$ cat src/rtl/dspl_pkg.sv
// rtl/dspl_pkg.sv - shared constants, types and hex-to-segment decode for the scan driver
package dspl_pkg;

  localparam int NUM_DIGITS = 8;

  typedef logic [6:0] seg7_t;  // {g,f,e,d,c,b,a}, active-low

  localparam seg7_t SEG_BLANK = 7'h7F;

  function automatic seg7_t hex2seg(input logic [3:0] nibble);
    seg7_t seg;
    case (nibble)
      4'h0: seg = 7'b1000000;
      4'h1: seg = 7'b1111001;
      4'h2: seg = 7'b0100100;
      4'h3: seg = 7'b0110000;
      4'h4: seg = 7'b0011001;
      4'h5: seg = 7'b0010010;
      4'h6: seg = 7'b0000010;
      4'h7: seg = 7'b1111000;
      4'h8: seg = 7'b0000000;
      4'h9: seg = 7'b0010000;
      4'hA: seg = 7'b0001000;
      4'hB: seg = 7'b0000011;
      4'hC: seg = 7'b1000110;
      4'hD: seg = 7'b0100001;
      4'hE: seg = 7'b0000110;
      default: seg = 7'b0001110;
    endcase
    return seg;
  endfunction

endpackage

$ cat src/rtl/hex7seg.sv
// rtl/hex7seg.sv - combinational hex nibble to active-low seven-segment pattern
module hex7seg
  import dspl_pkg::*;
(
  input  logic [3:0] nibble_i,
  output seg7_t      seg_o
);

  assign seg_o = hex2seg(nibble_i);

endmodule

$ cat src/rtl/dspl_scan_driver.sv
// rtl/dspl_scan_driver.sv - eight-digit multiplexed seven-segment driver with per-frame snapshot
module dspl_scan_driver
  import dspl_pkg::*;
#(
  parameter int HALF_MS_COUNT = 50000
) (
  input  logic        clk_i,
  input  logic        rst_ni,
  input  logic [31:0] value_i,
  input  logic [7:0]  dp_i,
  input  logic        blank_lz_i,
  input  logic        en_i,
  output logic        dspl_a,
  output logic        dspl_b,
  output logic        dspl_c,
  output logic        dspl_d,
  output logic        dspl_e,
  output logic        dspl_f,
  output logic        dspl_g,
  output logic        dspl_p,
  output logic [7:0]  dspl_an
);

  localparam int PW = (HALF_MS_COUNT > 2) ? $clog2(HALF_MS_COUNT) : 1;
  localparam logic [PW-1:0] PRE_MAX = PW'(HALF_MS_COUNT - 1);

  logic [PW-1:0] pre_q, pre_d;
  logic [2:0]    idx_q, idx_d;
  logic [31:0]   snap_q;
  logic [7:0]    dp_snap_q;
  logic [7:0]    blank_mask_q;
  seg7_t         seg_q, seg_d;
  logic          dp_q, dp_d;
  logic [7:0]    an_q, an_d;

  logic          tick, frame;
  logic [7:0]    lz_mask;
  logic          zero_above;
  logic [31:0]   sel_val;
  logic [7:0]    sel_dp, sel_blank;
  logic [3:0]    nibble;
  seg7_t         hex_seg;

  assign tick  = (pre_q == PRE_MAX);
  assign frame = tick && (idx_q == 3'd7);
  assign idx_d = idx_q + 3'd1;

  // A digit blanks only if it and every more significant nibble are zero.
  always_comb begin
    lz_mask    = '0;
    zero_above = 1'b1;
    for (int k = NUM_DIGITS - 1; k >= 1; k--) begin
      zero_above = zero_above & (value_i[4*k +: 4] == 4'h0);
      lz_mask[k] = blank_lz_i & zero_above;
    end
  end

  // At the frame boundary decode the live inputs, which are the ones being snapshotted.
  assign sel_val   = frame ? value_i : snap_q;
  assign sel_dp    = frame ? dp_i    : dp_snap_q;
  assign sel_blank = frame ? lz_mask : blank_mask_q;
  assign nibble    = sel_val[{idx_d, 2'b00} +: 4];

  hex7seg u_hex7seg (
    .nibble_i (nibble),
    .seg_o    (hex_seg)
  );

  always_comb begin
    pre_d = tick ? '0 : pre_q + 1'b1;
    an_d  = 8'hFF;
    seg_d = SEG_BLANK;
    dp_d  = 1'b1;
    if (en_i) begin
      an_d  = ~(8'h01 << idx_d);
      seg_d = sel_blank[idx_d] ? SEG_BLANK : hex_seg;
      dp_d  = ~sel_dp[idx_d];
    end
  end

  always_ff @(posedge clk_i or negedge rst_ni) begin
    if (!rst_ni) begin
      pre_q        <= '0;
      idx_q        <= 3'd7;
      snap_q       <= '0;
      dp_snap_q    <= '0;
      blank_mask_q <= '0;
      seg_q        <= SEG_BLANK;
      dp_q         <= 1'b1;
      an_q         <= 8'hFF;
    end else begin
      pre_q <= pre_d;
      if (tick) begin
        idx_q <= idx_d;
        seg_q <= seg_d;
        dp_q  <= dp_d;
        an_q  <= an_d;
      end
      if (frame) begin
        snap_q       <= value_i;
        dp_snap_q    <= dp_i;
        blank_mask_q <= lz_mask;
      end
    end
  end

  assign {dspl_g, dspl_f, dspl_e, dspl_d, dspl_c, dspl_b, dspl_a} = seg_q;
  assign dspl_p  = dp_q;
  assign dspl_an = an_q;

endmodule

$ cat config.mk
export PLATFORM = sky130hd
export DESIGN_NAME = dspl_scan_driver
export DESIGN_NICKNAME = d
export VERILOG_FILES = /design/src/rtl/dspl_pkg.sv /design/src/rtl/hex7seg.sv /design/src/rtl/dspl_scan_driver.sv
export SDC_FILE = /design/constraint.sdc
export NUM_CORES = 1
export LEC_CHECK = 0
export ABC_AREA = 1
export CORE_ASPECT_RATIO = 0.75
export CORE_MARGIN = 2
export CORE_UTILIZATION = 59
export DETAILED_ROUTE_END_ITERATION = 8
export GPL_TIMING_DRIVEN = 0
export HOLD_SLACK_MARGIN = 0.03
export PLACE_DENSITY_LB_ADDON = 0.12
export SYNTH_ARGS = -nofsm -noshare
export SYNTH_HDL_FRONTEND = slang
export SYNTH_SLANG_ARGS = --single-unit
$ cat constraint.sdc
create_clock -name clk_i -period 7.9 [get_ports clk_i]
set_clock_uncertainty 0.2 [all_clocks]
set_input_delay 1.58 -clock clk_i [delete_from_list [all_inputs] [get_ports clk_i]]
set_output_delay 1.58 -clock clk_i [all_outputs]
set_load 0.05 [all_outputs]
After elaboration in Yosys (flattened, before gate mapping)
Memory sizes are Yosys's and may differ from the RTL's.
Cells that the tools add are included.
{"block": "totals", "regBits": 83, "mem_bits_ro": 112, "in_bits": 44, "out_inout_bits": 16, "wordCells": 51, "memories": 1}
{"block": "op_classes", "n_addsub": 2, "n_lt_le_gt_ge": 1, "eq_ne": 2, "shift": 2, "n_mux": 12, "n_bitwise": 15, "reduce_logical": 8}
{"memory": "(name not given)", "words": 16, "width": 7, "read_ports": 1, "rd_clocked_by_memory_dff": 0, "wr": 0, "line": "dspl_pkg.sv:12", "text": "case (nibble)"}
{"operator": "32-bit 2-to-1 mux", "n": 1}
{"operator": "32-bit by 6-bit indexed part select with 4-bit output", "n": 1}
{"operator": "4-bit logical NOT", "n": 7}
{"operator": "8-bit 2-to-1 mux", "n": 3}
{"operator": "16-bit by 1-bit adder with 16-bit output (second input constant)", "n": 1}
{"operator": "16-bit == test (second input constant)", "n": 1}
{"operator": "16-bit 2-to-1 mux", "n": 1}
{"operator": "7-bit 2-to-1 mux", "n": 2}
{"operator": "1-bit AND", "n": 13}
{"operator": "8-bit inverter", "n": 1}
{"operator": "1-bit by 3-bit left shift with 8-bit output (first input constant)", "n": 1}
{"operator": "1-bit binary-select mux with 3-bit select", "n": 2}
{"operator": "3-bit by 4-bit less-than comparator with 1-bit output (second input constant)", "n": 1}
{"operator": "3-bit by 1-bit adder with 3-bit output (second input constant)", "n": 1}
{"operator": "3-bit == test (second input constant)", "n": 1}
{"operator": "1-bit 2-to-1 mux", "n": 3}
{"operator": "1-bit logical AND", "n": 1}
{"operator": "1-bit inverter", "n": 1}

Longest topological paths before layout
Gate-level depths: netlist (run 1).
{"block": "logic_depth", "ltp_word": 13, "mapped_depth": 21, "ltp_nobuf": 19}

Cells and area by module
From an unflattened synthesis (run 1), not the netlist that was laid out.
{"block": "unflattened", "cells_unflattened": 567, "hier_area_um2": 4488.1}
{"mod": "dspl_scan_driver", "instances": 1, "cells_each": 518, "area_each_um2": 4210.3, "seq_area_each_um2": 2100.8}
{"mod": "hex7seg", "instances": 1, "cells_each": 49, "area_each_um2": 277.8, "seq_area_each_um2": 0.0}

Least setup slack after synthesis (run 1)
OpenSTA, ideal clock, no wires.
{"block": "synth_path", "kind": "input -> register", "startpoint": "input value_i[23]", "endpoint": "register seg_q[4]", "setup_time_ns": 0.067, "arrival_time_ns": 2.862, "t_required_ns": 7.633, "setup_slack_ns": 4.771, "stages": 14, "n_path_buf": 0, "path_cell_list": "or2_2 > nor2_1 > nand2_1 > nor2_1 > nand3_1 > nand3_1 > nand3_1 > nand3_1 > nand2_1 > nand2_1 > inv_2 > nand2_1 > nor2_1 > nor2_1"}
{"block": "synth_between", "elab_chain_len": 12, "elab_cells_between_ends": 19, "cone_classes": "shift: 1; mux: 6; bitwise: 10; reduce/logical: 1; memory: 1"}
{"element": "start, declared", "line": "dspl_scan_driver.sv:9", "text": "input logic [31:0] value_i,"}
{"element": "4-bit logical NOT", "line": "dspl_scan_driver.sv:53", "text": "zero_above = zero_above & (value_i[4*k +: 4] == 4'h0);"}
{"element": "1-bit AND (5 in series)", "line": "dspl_scan_driver.sv:53"}
{"element": "1-bit AND", "line": "dspl_scan_driver.sv:54", "text": "lz_mask[k] = blank_lz_i & zero_above;"}
{"element": "8-bit 2-to-1 mux"}
{"element": "1-bit binary-select mux with 3-bit select", "line": "dspl_scan_driver.sv:76", "text": "seg_d = sel_blank[idx_d] ? SEG_BLANK : hex_seg;"}
{"element": "1-bit 2-to-1 mux (not written as such)", "line": "dspl_scan_driver.sv:76"}
{"element": "7-bit 2-to-1 mux (*)", "line": "dspl_scan_driver.sv:76"}
{"element": "7-bit 2-to-1 mux (*)", "line": "dspl_scan_driver.sv:74", "text": "if (en_i) begin"}
{"element": "end signal, assigned", "line": "dspl_scan_driver.sv:95", "text": "seg_q <= seg_d;"}
{"element": "end, declared", "line": "dspl_scan_driver.sv:32", "text": "seg7_t seg_q, seg_d;"}
Every way passes the cells marked *; elsewhere a longest branch is shown, timed or not. The select of a mux whose other input is x is not followed.
A chain may end at the register's enable or synchronous reset.

Final worst setup path (run 1)
{"block": "layout_path", "startpoint": "register idx_q[0]", "endpoint": "register seg_q[3]"}
{"block": "layout_between", "elab_cells_between_ends": 11, "cone_classes": "add/sub: 1; eq/ne: 1; shift: 1; mux: 6; reduce/logical: 1; memory: 1"}
{"element": "start, declared", "line": "dspl_scan_driver.sv:28", "text": "logic [2:0] idx_q, idx_d;"}
{"element": "start signal, assigned", "line": "dspl_scan_driver.sv:94", "text": "idx_q <= idx_d;"}
{"element": "3-bit by 1-bit adder with 3-bit output (*)", "line": "dspl_scan_driver.sv:46", "text": "assign idx_d = idx_q + 3'd1;"}
{"element": "net idx_d[0]", "line": "dspl_scan_driver.sv:28"}
{"element": "32-bit by 6-bit indexed part select with 4-bit output / 1-bit binary-select mux with 3-bit select (equally long branches)", "line": "dspl_scan_driver.sv:62, dspl_scan_driver.sv:76"}
{"element": "memory 16 x 7 bit / 1-bit 2-to-1 mux (equally long branches)"}
{"element": "7-bit 2-to-1 mux (*)", "line": "dspl_scan_driver.sv:76"}
{"element": "7-bit 2-to-1 mux (*)", "line": "dspl_scan_driver.sv:74"}
Mark *: on every way through the listed nets, which the timed path passes. The rest lies on a longest branch. The select of a mux whose other input is x is not followed.

==> results by group, run 1 <==
GRT
  • Gr ovfl total: 0
  • Pin count of the biggest net entering global routing: 60
  • Number of global-route vias before repair: just under 4000
  • M1 GR Usage: 0.419
  • Most crowded layer after global routing: met2
  • Met2 GRT Util: 0.440
  • M3 GR Usage: 0.0690
  • First-pass GRT wire length: around 19000 um
  • GRT Overall Usage: 0.290
  • Initial antenna violation count: 0

Worst setup path
  • CP most frequent cell: nand2_1
  • R2R depth: 16
  • Worst path bufs/invs: 6
  • Req. time, crit path: 8.01 ns
  • Worst Setup SP: idx_q[0]$_DFFE_PN1N_
  • RR Endpoint: seg_q[3]$_DFFE_PN1N_
  • Largest fanout on the critical path: 11
  • Register-to-register setup slack: 4.06 ns
  • Critical path class: flop to flop
  • Worst setup EP type: flop
  • CP startpoint kind: flop
  • Crit path to: seg_q[3]$_DFFE_PN1N_
  • CP max stage delay: approximately 0.55 ns
  • Cell chain of the critical path: clkbuf_1, inv_1, buf_2, ha_1, clkbuf_1, nand3_1, nand2_1, nand2_1, nand2_1, ha_1, inv_1, nand2_1, nand3_1, nand3_1, nand2_1, inv_1
  • Worst path slowest cell: dfstp_2
  • Cell family with most CP delay: buffers and inverters
  • R2r startpoint: idx_q[0]$_DFFE_PN1N_
  • Crit. path cell count: 16
  • Critical Path AT: between 3 and 4 ns

Synth
  • Sequential-to-total area share from yosys stat: 0.478
  • Post-Synth Simple-Gate Area: 0.352
  • Adder-cell share of the synthesized area: 0.0313
  • Async SR Flop Fraction: 1.00
  • Post-synthesis instance total: ~570
  • #FFs+latches synth: slightly above 80
  • Mux contribution to synthesized area: 0
  • Synth Flop Type: dfrtp_1
  • Number of distinct library cells after synthesis: 31
  • Number of synthesized flops with an enable pin: 0
  • Syn. warnings: 0
  • Post-synthesis compound-gate area fraction: 0.0598
  • Syn Area/Cell: 7.66 um^2
  • Combinational family with the most area after synthesis: simple AND/OR/NAND/NOR gates
  • Post-Syn Nets: around 630
  • Synth Cell Area: 4390 um^2
  • Post-synthesis xor/xnor area fraction: 0.00798

Clock tree
  • CTS resizes: 0
  • Clk Latency, worst-skew pair: between 0.3 and 0.4 ns
  • CTS Root Cell: clkbuf_8
  • Post-CTS Setup Inserts: 0
  • Clk slew on worst S/H paths: 0.08 ns
  • Total clock sinks: just over 80
  • CTS max path bufs: 2
  • CTS H-tree depth: 3
  • TritonCTS Buffers: 9
  • CTS tree: done
  • Post-CTS Hold Fix Bufs: 0

Cells and area
  • Non-Filler Instances: 750
  • Multi-input logic area: 1980 um^2
  • Proportion of layout cells with a drive suffix above 1: 0.100
  • Fin nets: roughly 700
  • Filler instances: between 500 and 600
  • Area Growth Syn to Fin: 21.0%
  • Reg area: 2100 um^2
  • Diodes inserted: 0

Routing
  • Final ANT Viol Nets: 0
  • Vias per inst: 5.42
  • DRT iter0 DRCs: a little over 300
  • Routed wire length: around 11000 um
  • DRC viols: 0
  • Pre-antenna DRT Iters: 5
  • Via Count: roughly 4100
  • Routed len/inst: 14.6 um

Place
  • DP Worst Slack: roughly 4 ns
  • Port buffer count: around 60
  • DP HPWL: approximately 8000 um
  • Placed cell count: between 700 and 800
  • Final Wtd Congestion: 0.915

Power and ir drop
  • Max IR drop VDD: 0.0904 mV
  • PD cells: 142 nW/um^2
  • Leak: around 2.4 nW

Timing
  • Slew Viols, Final: 0
  • Worst slew margin: 0.553
  • Sum Neg Setup Slack: 0 ns
  • Final Hold Violating Endpoints: 0
  • Unrepaired setup endpoints after global routing: no
  • Fmax: 261 MHz
  • Setup violations, final: 0
  • Final setup margin: 4.06 ns
  • Tmin final: 3.84 ns
  • Slew @ Worst Pin: roughly 0.67 ns
  • Hold WS: 0.268 ns
  • Final Cycle Share: 0.486

Floorplan
  • Total die area: 8160 um^2
  • Row cnt: 27
  • Boundary Pins: 60
  • Die span in y: ~80 um
  • Initial Utilization: 0.605
  • Total core area: 7260 um^2
  • Die width: ~100 um

Status
  • Status: finished, final reports clean

Worst hold path
  • Hold Crit Class: flop to flop

Flow run
  • Max-Cap Viols: 0
## cell families (layout without fill, tap and decap cells)
logic type               after synthesis  in the layout
AND/OR/NAND/NOR                      359            359
flip-flops                            83             83
buffers and inverters                 72            148
AO/OA/AOI/OAI                         44             44
adder cells (fa/ha/maj)               11             11
XOR/XNOR                               4              4
## layer usage
layer / up-vias / wire length, um / share of wire
met5: - / 0 / 0
met4: 0 / 168 / 0.015
met3: 20 / 888 / 0.081
met2: 172 / 4780 / 0.44
met1: 1875 / 5130 / 0.47
li1: 1999 / - / -
## worst reg2reg max path, stage by stage (launching register included)
cell      delay [ns]
dfstp_2         0.55
clkbuf_1        0.39
inv_1           0.20
buf_2           0.26
ha_1            0.42
clkbuf_1        0.50
nand3_1         0.22
nand2_1         0.11
nand2_1         0.06
nand2_1         0.16
ha_1            0.27
inv_1           0.09
nand2_1         0.10
nand3_1         0.08
nand3_1         0.09
nand2_1         0.05
inv_1           0.04
## where the power goes
group,internal (mW),switching (mW),total [mW]
Sequential,0.425,0.000000328,0.425
Combinational,0.0214,0.0181,0.0394
Clock,0.145,0.147,0.292
Total,0.591,0.165,0.756
## layout by cell type (no fill, tap or decap), drive strengths merged, types with 3 or more instances in the layout
cell type / Yosys / layout
buf: 16 / 18
dfrtp: 64 / 64
nand2: 194 / 194
clkinv: 2 / 5
nor3: 5 / 5
o21ai: 16 / 16
o211ai: 7 / 7
nor4: 4 / 4
inv: 48 / 48
dfstp: 19 / 19
xor2: 3 / 3
nor2: 54 / 54
clkdlybuf4s50: 0 / 58
a21oi: 11 / 11
or2: 4 / 4
ha: 11 / 11
clkbuf: 6 / 18
a31oi: 9 / 9
nand4: 12 / 12
nand3: 85 / 85
## worst min path at each step
stage	slack (ns)	startpoint	depth (start not counted)	endpoint
floorplan	0.23	blank_mask_q[0]$_DFF_PN0_	2	blank_mask_q[0]$_DFF_PN0_
detailed placement	0.25	blank_mask_q[0]$_DFF_PN0_	2	blank_mask_q[0]$_DFF_PN0_
global placement	0.25	blank_mask_q[0]$_DFF_PN0_	2	blank_mask_q[0]$_DFF_PN0_
global route	0.29	snap_q[18]$_DFF_PN0_	2	snap_q[18]$_DFF_PN0_
finish	0.27	dspl_p$_DFFE_PN1N_	2	dspl_p$_DFFE_PN1N_
CTS	0.27	pre_q[0]$_DFF_PN0_	1	pre_q[0]$_DFF_PN0_
## final cells by class
| cell class | instances | share of cell area |
|---|---|---|
| flip-flops and latches | 83 | 0.395 |
| multi-input cells | 418 | 0.373 |
| repair buffers | 60 | 0.116 |
| inverters | 50 | 0.0353 |
| clock buffers | 12 | 0.0254 |
| well taps | 101 | 0.0238 |
| plain buffers | 22 | 0.0226 |
| clock inverters | 4 | 0.00848 |
## flip-flops by register name, summed over array words and instances, names as in the netlist
name and cells:
blank_mask_q 8, pre_q 16, dspl_p 1, seg_q 7, idx_q 3, snap_q 32
dp_snap_q 8, dspl_an 8
## synthesized netlist by cell type (2+ instances only)
library cell,number,area [um^2]
or2_2,4,25.0
nand4_1,12,75.1
nand2_1,190,713
inv_2,3,11.3
clkinv_1,2,7.51
nor3_1,5,25.0
nor2_1,52,195
o211ai_1,5,37.5
nand3_1,82,410
nor4_1,4,25.0
nand3_2,3,30.0
buf_2,9,45.0
xor2_1,3,26.3
inv_1,45,169
o211ai_2,2,25.0
nand2_2,4,25.0
buf_1,3,11.3
dfstp_2,19,499
a31oi_1,9,56.3
o21ai_0,16,80.1
clkbuf_1,6,22.5
a21oi_1,11,55.1
buf_6,3,33.8
ha_1,11,138
dfrtp_1,64,1600
## through the flow
| stage | utilization | total power [mW] | cell area [um^2] |
|---|---|---|---|
| final | 0.732 | 0.756 | 5310 |
| after global routing | 0.732 | 0.783 | 5310 |
| after CTS | 0.732 | 0.761 | 5310 |
| after detailed placement | 0.707 | 0.473 | 5130 |
| after global placement | 0.703 | 0.471 | 5110 |
| after floorplan | - | 0.436 | 4390 |
No activity file was read; power rests on OpenSTA's default activity.
==> run 2, diff against run 1 <==
CORE_UTILIZATION = 50   (was 59)
clock period = 3.3 ns   (was 7.9 ns; I/O delays follow)
==> results by group, run 2 (synthesis gave the netlist of run 1 again) <==
Worst setup path
  • CP max stage delay: 0.60 ns (was 0.55 ns)
  • Critical Path AT: 3.18 ns (was 3.94 ns)
  • Worst Setup SP: idx_q[0]$_DFFE_PN1N_ (unchanged)
  • R2r startpoint: idx_q[0]$_DFFE_PN1N_ (unchanged)
  • Largest fanout on the critical path: 11 (unchanged)
  • Worst setup EP type: flop (unchanged)
  • CP most frequent cell: nand2_1 (unchanged)
  • Worst path slowest cell: dfstp_2 (unchanged)
  • Cell chain of the critical path: inv_1, buf_2, ha_1, inv_1, clkbuf_4, nand3_1, nand2_1, nand2_1, nand2_1, ha_1, inv_1, nand2_1, nand3_1, nand3_1, nand2_1, inv_1 (was clkbuf_1, inv_1, buf_2, ha_1, clkbuf_1, nand3_1, nand2_1, nand2_1, nand2_1, ha_1, inv_1, nand2_1, nand3_1, nand3_1, nand2_1, inv_1)
  • CP startpoint kind: flop (unchanged)
  • Critical path class: flop to flop (unchanged)
  • Req. time, crit path: 3.39 ns (was 8.01 ns)

Routing
  • DRC viols: 0 (unchanged)
  • DRT iter0 DRCs: 282 (was 308)
  • Final ANT Viol Nets: 0 (unchanged)
  • Vias per inst: 5.40 (was 5.42)
  • Routed wire length: 11300 um (was 11000 um)
  • Pre-antenna DRT Iters: 6 (was 5)
  • Via Count: 4116 (was 4066)
  • Routed len/inst: 14.9 um (was 14.6 um)

Cells and area
  • Commonest non-fill, non-tap cell in the layout: nand2_1 (unchanged)
  • Filler instances: 756 (was 590)
  • Biggest registers after layout: snap_q (32), pre_q (16) (unchanged)
  • Post-Layout Inst Area: 5500 um^2 (was 5310 um^2)
  • Diodes inserted: 0 (unchanged)
  • Largest Register: snap_q (unchanged)
  • Area Growth Syn to Fin: 25.1% (was 21.0%)
  • Fin nets: 704 (was 699)
  • Largest register FFs: 32 (unchanged)
  • Commonest non-fill, non-tap cells in the layout: nand2_1 (190), nand3_1 (82), dfrtp_1 (64), clkdlybuf4s50_1 (58), nor2_1 (52) (unchanged)
  • Proportion of layout cells with a drive suffix above 1: 0.116 (was 0.100)

Clock tree
  • CTS H-tree depth: 3 (unchanged)
  • Clk slew on worst S/H paths: 0.06 ns (was 0.08 ns)
  • TritonCTS Buffers: 9 (unchanged)
  • CTS tree: done (unchanged)
  • CTS max path bufs: 2 (unchanged)
  • Clk Latency, worst-skew pair: 0.34 ns (was 0.36 ns)
  • Total clock sinks: 83 (unchanged)
  • CTS Root Cell: clkbuf_16 (was clkbuf_8)

Floorplan
  • Total die area: 9560 um^2 (was 8160 um^2)
  • Initial Utilization: 0.517 (was 0.605)
  • Boundary Pins: 60 (unchanged)
  • Die width: 112 um (was 104 um)
  • Die span in y: 85.2 um (was 78.7 um)
  • Total core area: 8490 um^2 (was 7260 um^2)
  • Row cnt: 29 (was 27)

Flow run
  • Max-Cap Viols: 0 (unchanged)

Power and ir drop
  • Total design power: 2.05 mW (was 0.756 mW)
  • Leak: 2.48 nW (was 2.42 nW)
  • Max IR drop VDD: 0.283 mV (was 0.0904 mV)
  • PD cells: 374 nW/um^2 (was 142 nW/um^2)

GRT
  • GRT Overall Usage: 0.249 (was 0.290)
  • Pin count of the biggest net entering global routing: 63 (was 60)
  • First-pass GRT wire length: 18700 um (about the same)
  • Number of global-route vias before repair: 3755 (was 3890)
  • Initial antenna violation count: 0 (unchanged)
  • Gr ovfl total: 0 (unchanged)

Status
  • Status: finished, final reports clean (unchanged)

Place
  • Final Wtd Congestion: 0.921 (was 0.915)
  • Placed cell areas: 5140 um^2 (was 5130 um^2)
  • Port buffer count: 59 (unchanged)
  • DP HPWL: 8210 um (was 8040 um)
  • DP Worst Slack: -0.383 ns (was 3.96 ns)

Timing
  • Final Hold Violating Endpoints: 0 (unchanged)
  • Slew @ Worst Pin: 0.656 ns (was 0.668 ns)
  • Slew Viols, Final: 0 (unchanged)
  • Sum Neg Setup Slack: 0 ns (unchanged)
  • Final setup margin: 0.204 ns (was 4.06 ns)
  • Final Cycle Share: 0.938 (was 0.486)
  • Setup violations, final: 0 (unchanged)
  • Tmin final: 3.10 ns (was 3.84 ns)
  • Worst slew margin: 0.561 (was 0.553)
  • Fmax: 323 MHz (was 261 MHz)

Worst hold path
  • Min-delay src: pre_q[0]$_DFF_PN0_ (was dspl_p$_DFFE_PN1N_)
  • Hold Crit Class: flop to flop (unchanged)
==> run 2: cell types whose count changed in the layout (fill, tap and decap cells not counted), moves of 2 or more <==
cell and delta:
clkbuf_1 -5, buf_4 +5, clkbuf_4 +2, clkinv_2 -2, clkinv_4 +2, buf_2 -2, clkbuf_16 +9, clkinvlp_4 +4
clkbuf_8 -9
==> run 2: through the flow <==
stage | hold WS (ns) | cells | utilization
after floorplan | 0.164 | 573 | -
after global placement | 0.249 | 740 | 0.603
after detailed placement | 0.253 | 741 | 0.606
after CTS | 0.266 | 757 | 0.639
after global routing | 0.289 | 762 | 0.647
final | 0.265 | 762 | 0.647
==> run 2: cell type report <==
class,count,area (um^2),share of cell area
Sequential cell,83,2100,0.382
Multi-Input combinational cell,418,2000,0.365
Timing Repair Buffer,66,663,0.121
Clock buffer,9,225,0.0410
Inverter,50,191,0.0348
Tap cell,108,135,0.0246
Buffer,21,123,0.0223
Clock inverter,7,53.8,0.00979
==> run 2: path summary, 6_finish.rpt <==
kind,endpoint,depth (start not counted),slack [ns]
min,pre_q[0]$_DFF_PN0_,1,0.27
max in group asynchronous,dspl_p$_DFFE_PN1N_,3,1.72
max reg2reg,seg_q[0]$_DFFE_PN1N_,16,0.20
min in group asynchronous,snap_q[3]$_DFF_PN0_,2,0.55
max,seg_q[0]$_DFFE_PN1N_,16,0.20
min reg2reg,pre_q[0]$_DFF_PN0_,1,0.27
==> run 2: power by group <==
group          internal, mW  total (mW)  switching, mW
combinational        0.0519      0.0969         0.0450
clock                 0.513       0.939          0.426
sequential             1.02        1.02    0.000000535
==> run 2: worst max-delay path: cells and delay by family, from the launching register on <==
family,cells,cell delay [ns]
fa+ha+maj,2,0.67
buf+inv,6,0.85
flops,1,0.60
simple gates,8,0.72
==> run 2: repair_timing <==
| item | 4_1_cts | 5_1_grt |
|---|---|---|
| gates resized for setup | 1 | 7 |
| hold endpoints to repair | 6 | 0 |
| buffers inserted | 0 | 5 |
| hold buffers | 1 | 0 |
| setup endpoints to repair | 7 | 7 |
| cloned | 0 | 0 |
==> run 2: metal layers <==
metal  vias to the layer above  track usage  wire length [um]
li1                       2015            -                 -
met1                      1920        0.375              5470
met2                       162        0.362              4850
met3                        19       0.0536               797
met4                         0       0.0776               221
met5                         -            0                 0
==> run 3, diff against run 2 <==
RECOVER_POWER = 25   (was not set)
SKIP_CTS_REPAIR_TIMING = 1   (was not set)
==> results by group, run 3 (synthesis gave the netlist of run 1 again) <==
Worst setup path
  • Largest fanout on the critical path: 11 (unchanged)
  • R2r startpoint: idx_q[0]$_DFFE_PN1N_ (unchanged)
  • Worst Setup SP: idx_q[0]$_DFFE_PN1N_ (unchanged)
  • Critical Path AT: 3.19 ns (was 3.18 ns)
  • Critical path class: flop to flop (unchanged)
  • Req. time, crit path: 3.37 ns (was 3.39 ns)
  • CP most frequent cell: nand3_1 (was nand2_1)
  • Cell chain of the critical path: clkbuf_4, inv_1, buf_2, ha_4, buf_2, nand3_1, nand3_1, nand2_1, ha_1, nand3_1, nor2_1, nor2_1, a21oi_1 (was inv_1, buf_2, ha_1, inv_1, clkbuf_4, nand3_1, nand2_1, nand2_1, nand2_1, ha_1, inv_1, nand2_1, nand3_1, nand3_1, nand2_1, inv_1)
  • CP startpoint kind: flop (unchanged)
  • Worst path slowest cell: dfstp_2 (unchanged)
  • Worst setup EP type: flop (unchanged)
  • CP max stage delay: 0.55 ns (was 0.60 ns)

Cells and area
  • Diodes inserted: 0 (unchanged)
  • Non-Filler Instances: 758 (was 762)
  • Area Growth Syn to Fin: 24.3% (was 25.1%)
  • Biggest registers after layout: snap_q (32), pre_q (16) (unchanged)
  • Commonest non-fill, non-tap cells in the layout: nand2_1 (189), nand3_1 (82), dfrtp_1 (64), clkdlybuf4s50_1 (58), nor2_1 (52) (was nand2_1 (190), nand3_1 (82), dfrtp_1 (64), clkdlybuf4s50_1 (58), nor2_1 (52))
  • Largest Register: snap_q (unchanged)
  • Fin nets: 700 (was 704)
  • Commonest non-fill, non-tap cell in the layout: nand2_1 (unchanged)
  • Proportion of layout cells with a drive suffix above 1: 0.114 (was 0.116)
  • Largest register FFs: 32 (unchanged)
  • Filler instances: 758 (was 756)

Timing
  • Final Hold Violating Endpoints: 0 (unchanged)
  • Slew Viols, Final: 0 (unchanged)
  • Final Cycle Share: 0.944 (was 0.938)
  • Hold WS: 0.266 ns (was 0.265 ns)
  • Slew @ Worst Pin: 1.12 ns (was 0.656 ns)
  • Sum Neg Setup Slack: 0 ns (unchanged)
  • Setup violations, final: 0 (unchanged)
  • Worst slew margin: 0.250 (was 0.561)
  • Tmin final: 3.11 ns (was 3.10 ns)
  • Fmax: 321 MHz (was 323 MHz)
  • Unrepaired setup endpoints after global routing: no

Clock tree
  • TritonCTS Buffers: 9 (unchanged)
  • CTS tree: done (unchanged)
  • CTS H-tree depth: 3 (unchanged)
  • Total clock sinks: 83 (unchanged)
  • CTS max path bufs: 2 (unchanged)
  • CTS Root Cell: clkbuf_16 (unchanged)
  • Clk slew on worst S/H paths: 0.06 ns (about the same)
  • Clk Latency, worst-skew pair: 0.34 ns (about the same)

Floorplan
  • Total die area: 9560 um^2 (unchanged)
  • Die span in y: 85.2 um (unchanged)
  • Boundary Pins: 60 (unchanged)
  • Row cnt: 29 (unchanged)
  • Total core area: 8490 um^2 (unchanged)
  • Initial Utilization: 0.517 (unchanged)
  • Die width: 112 um (unchanged)

Place
  • DP HPWL: 8210 um (unchanged)
  • Placed cell count: 741 (unchanged)
  • Port buffer count: 59 (unchanged)
  • Final Wtd Congestion: 0.921 (unchanged)

GRT
  • First-pass GRT wire length: 18700 um (about the same)
  • Initial antenna violation count: 0 (unchanged)
  • Gr ovfl total: 0 (unchanged)
  • Pin count of the biggest net entering global routing: 63 (unchanged)
  • GRT Overall Usage: 0.249 (unchanged)
  • Number of global-route vias before repair: 3767 (was 3755)

Power and ir drop
  • Leak: 2.45 nW (was 2.48 nW)
  • PD cells: 376 nW/um^2 (was 374 nW/um^2)
  • Total design power: 2.05 mW (about the same)
  • Max IR drop VDD: 0.283 mV (about the same)

Routing
  • Final ANT Viol Nets: 0 (unchanged)
  • Routed len/inst: 14.8 um (was 14.9 um)
  • Pre-antenna DRT Iters: 5 (was 6)
  • DRC viols: 0 (unchanged)
  • DRT iter0 DRCs: 297 (was 282)
  • Vias per inst: 5.40 (about the same)
  • Via Count: 4096 (was 4116)
  • Routed wire length: 11300 um (about the same)

Worst hold path
  • Min-delay src: pre_q[0]$_DFF_PN0_ (unchanged)
  • Hold Crit Class: flop to flop (unchanged)

Flow run
  • Max-Cap Viols: 0 (unchanged)

Status
  • Status: finished, final reports clean (unchanged)
[run 3: cell count changes in the layout (fill, tap and decap cells not counted), sizes merged]
cell,delta
clkbuf,+2
buf,-6
[run 3: layout make-up]
type                       count  area (um^2)  share of cell area
clock inverter                 7         53.8             0.00986
buffer                        22          130              0.0238
multi-input combinational    418         2020               0.370
tap                          108          135              0.0248
clock buffer                   9          225              0.0413
sequential                    83         2100               0.385
timing repair buffer          61          602               0.110
inverter                      50          191              0.0351
[run 3: final timing paths]
kind,to,slack [ns],cells after the start
min reg2reg,pre_q[0]$_DFF_PN0_,0.27,1
max in group asynchronous,dp_snap_q[0]$_DFF_PN0_,0.53,3
max,seg_q[1]$_DFFE_PN1N_,0.19,13
min in group asynchronous,snap_q[3]$_DFF_PN0_,0.86,2
min,pre_q[0]$_DFF_PN0_,0.27,1
max reg2reg,seg_q[1]$_DFFE_PN1N_,0.19,13
[run 3: report_power, final]
group          switching (mW)  total, mW  leakage [nW]  internal [mW]
Combinational          0.0439     0.0925          1.47         0.0486
Sequential        0.000000549       1.02         0.848           1.02
Clock                   0.427      0.940         0.128          0.513
[run 3: per-stage QoR]
step / area (um^2) / setup WS (ns) / utilization
after floorplan: 4390 / 0.438 / -
after global placement: 5120 / -1.66 / 0.603
after detailed placement: 5140 / -0.383 / 0.606
after CTS: 5420 / -0.410 / 0.639
after global routing: 5460 / 0.0122 / 0.643
final: 5460 / 0.186 / 0.643
[run 3: per-layer routing]
metal | vias up | GRT usage | wire length [um]
met2 | 171 | 0.361 | 4760
met1 | 1898 | 0.374 | 5440
met3 | 21 | 0.0536 | 830
met4 | 0 | 0.0820 | 228
met5 | - | 0 | 0
li1 | 2006 | - | -
[run 3: worst max-delay path, delay by kind of cell, from the launching register on]
family	cells	cell delay, ns
AND/OR/NAND/NOR	6	0.68
flip-flops	1	0.55
adder cells (fa/ha/maj)	2	0.64
buffers and inverters	4	0.84
AO/OA/AOI/OAI	1	0.13
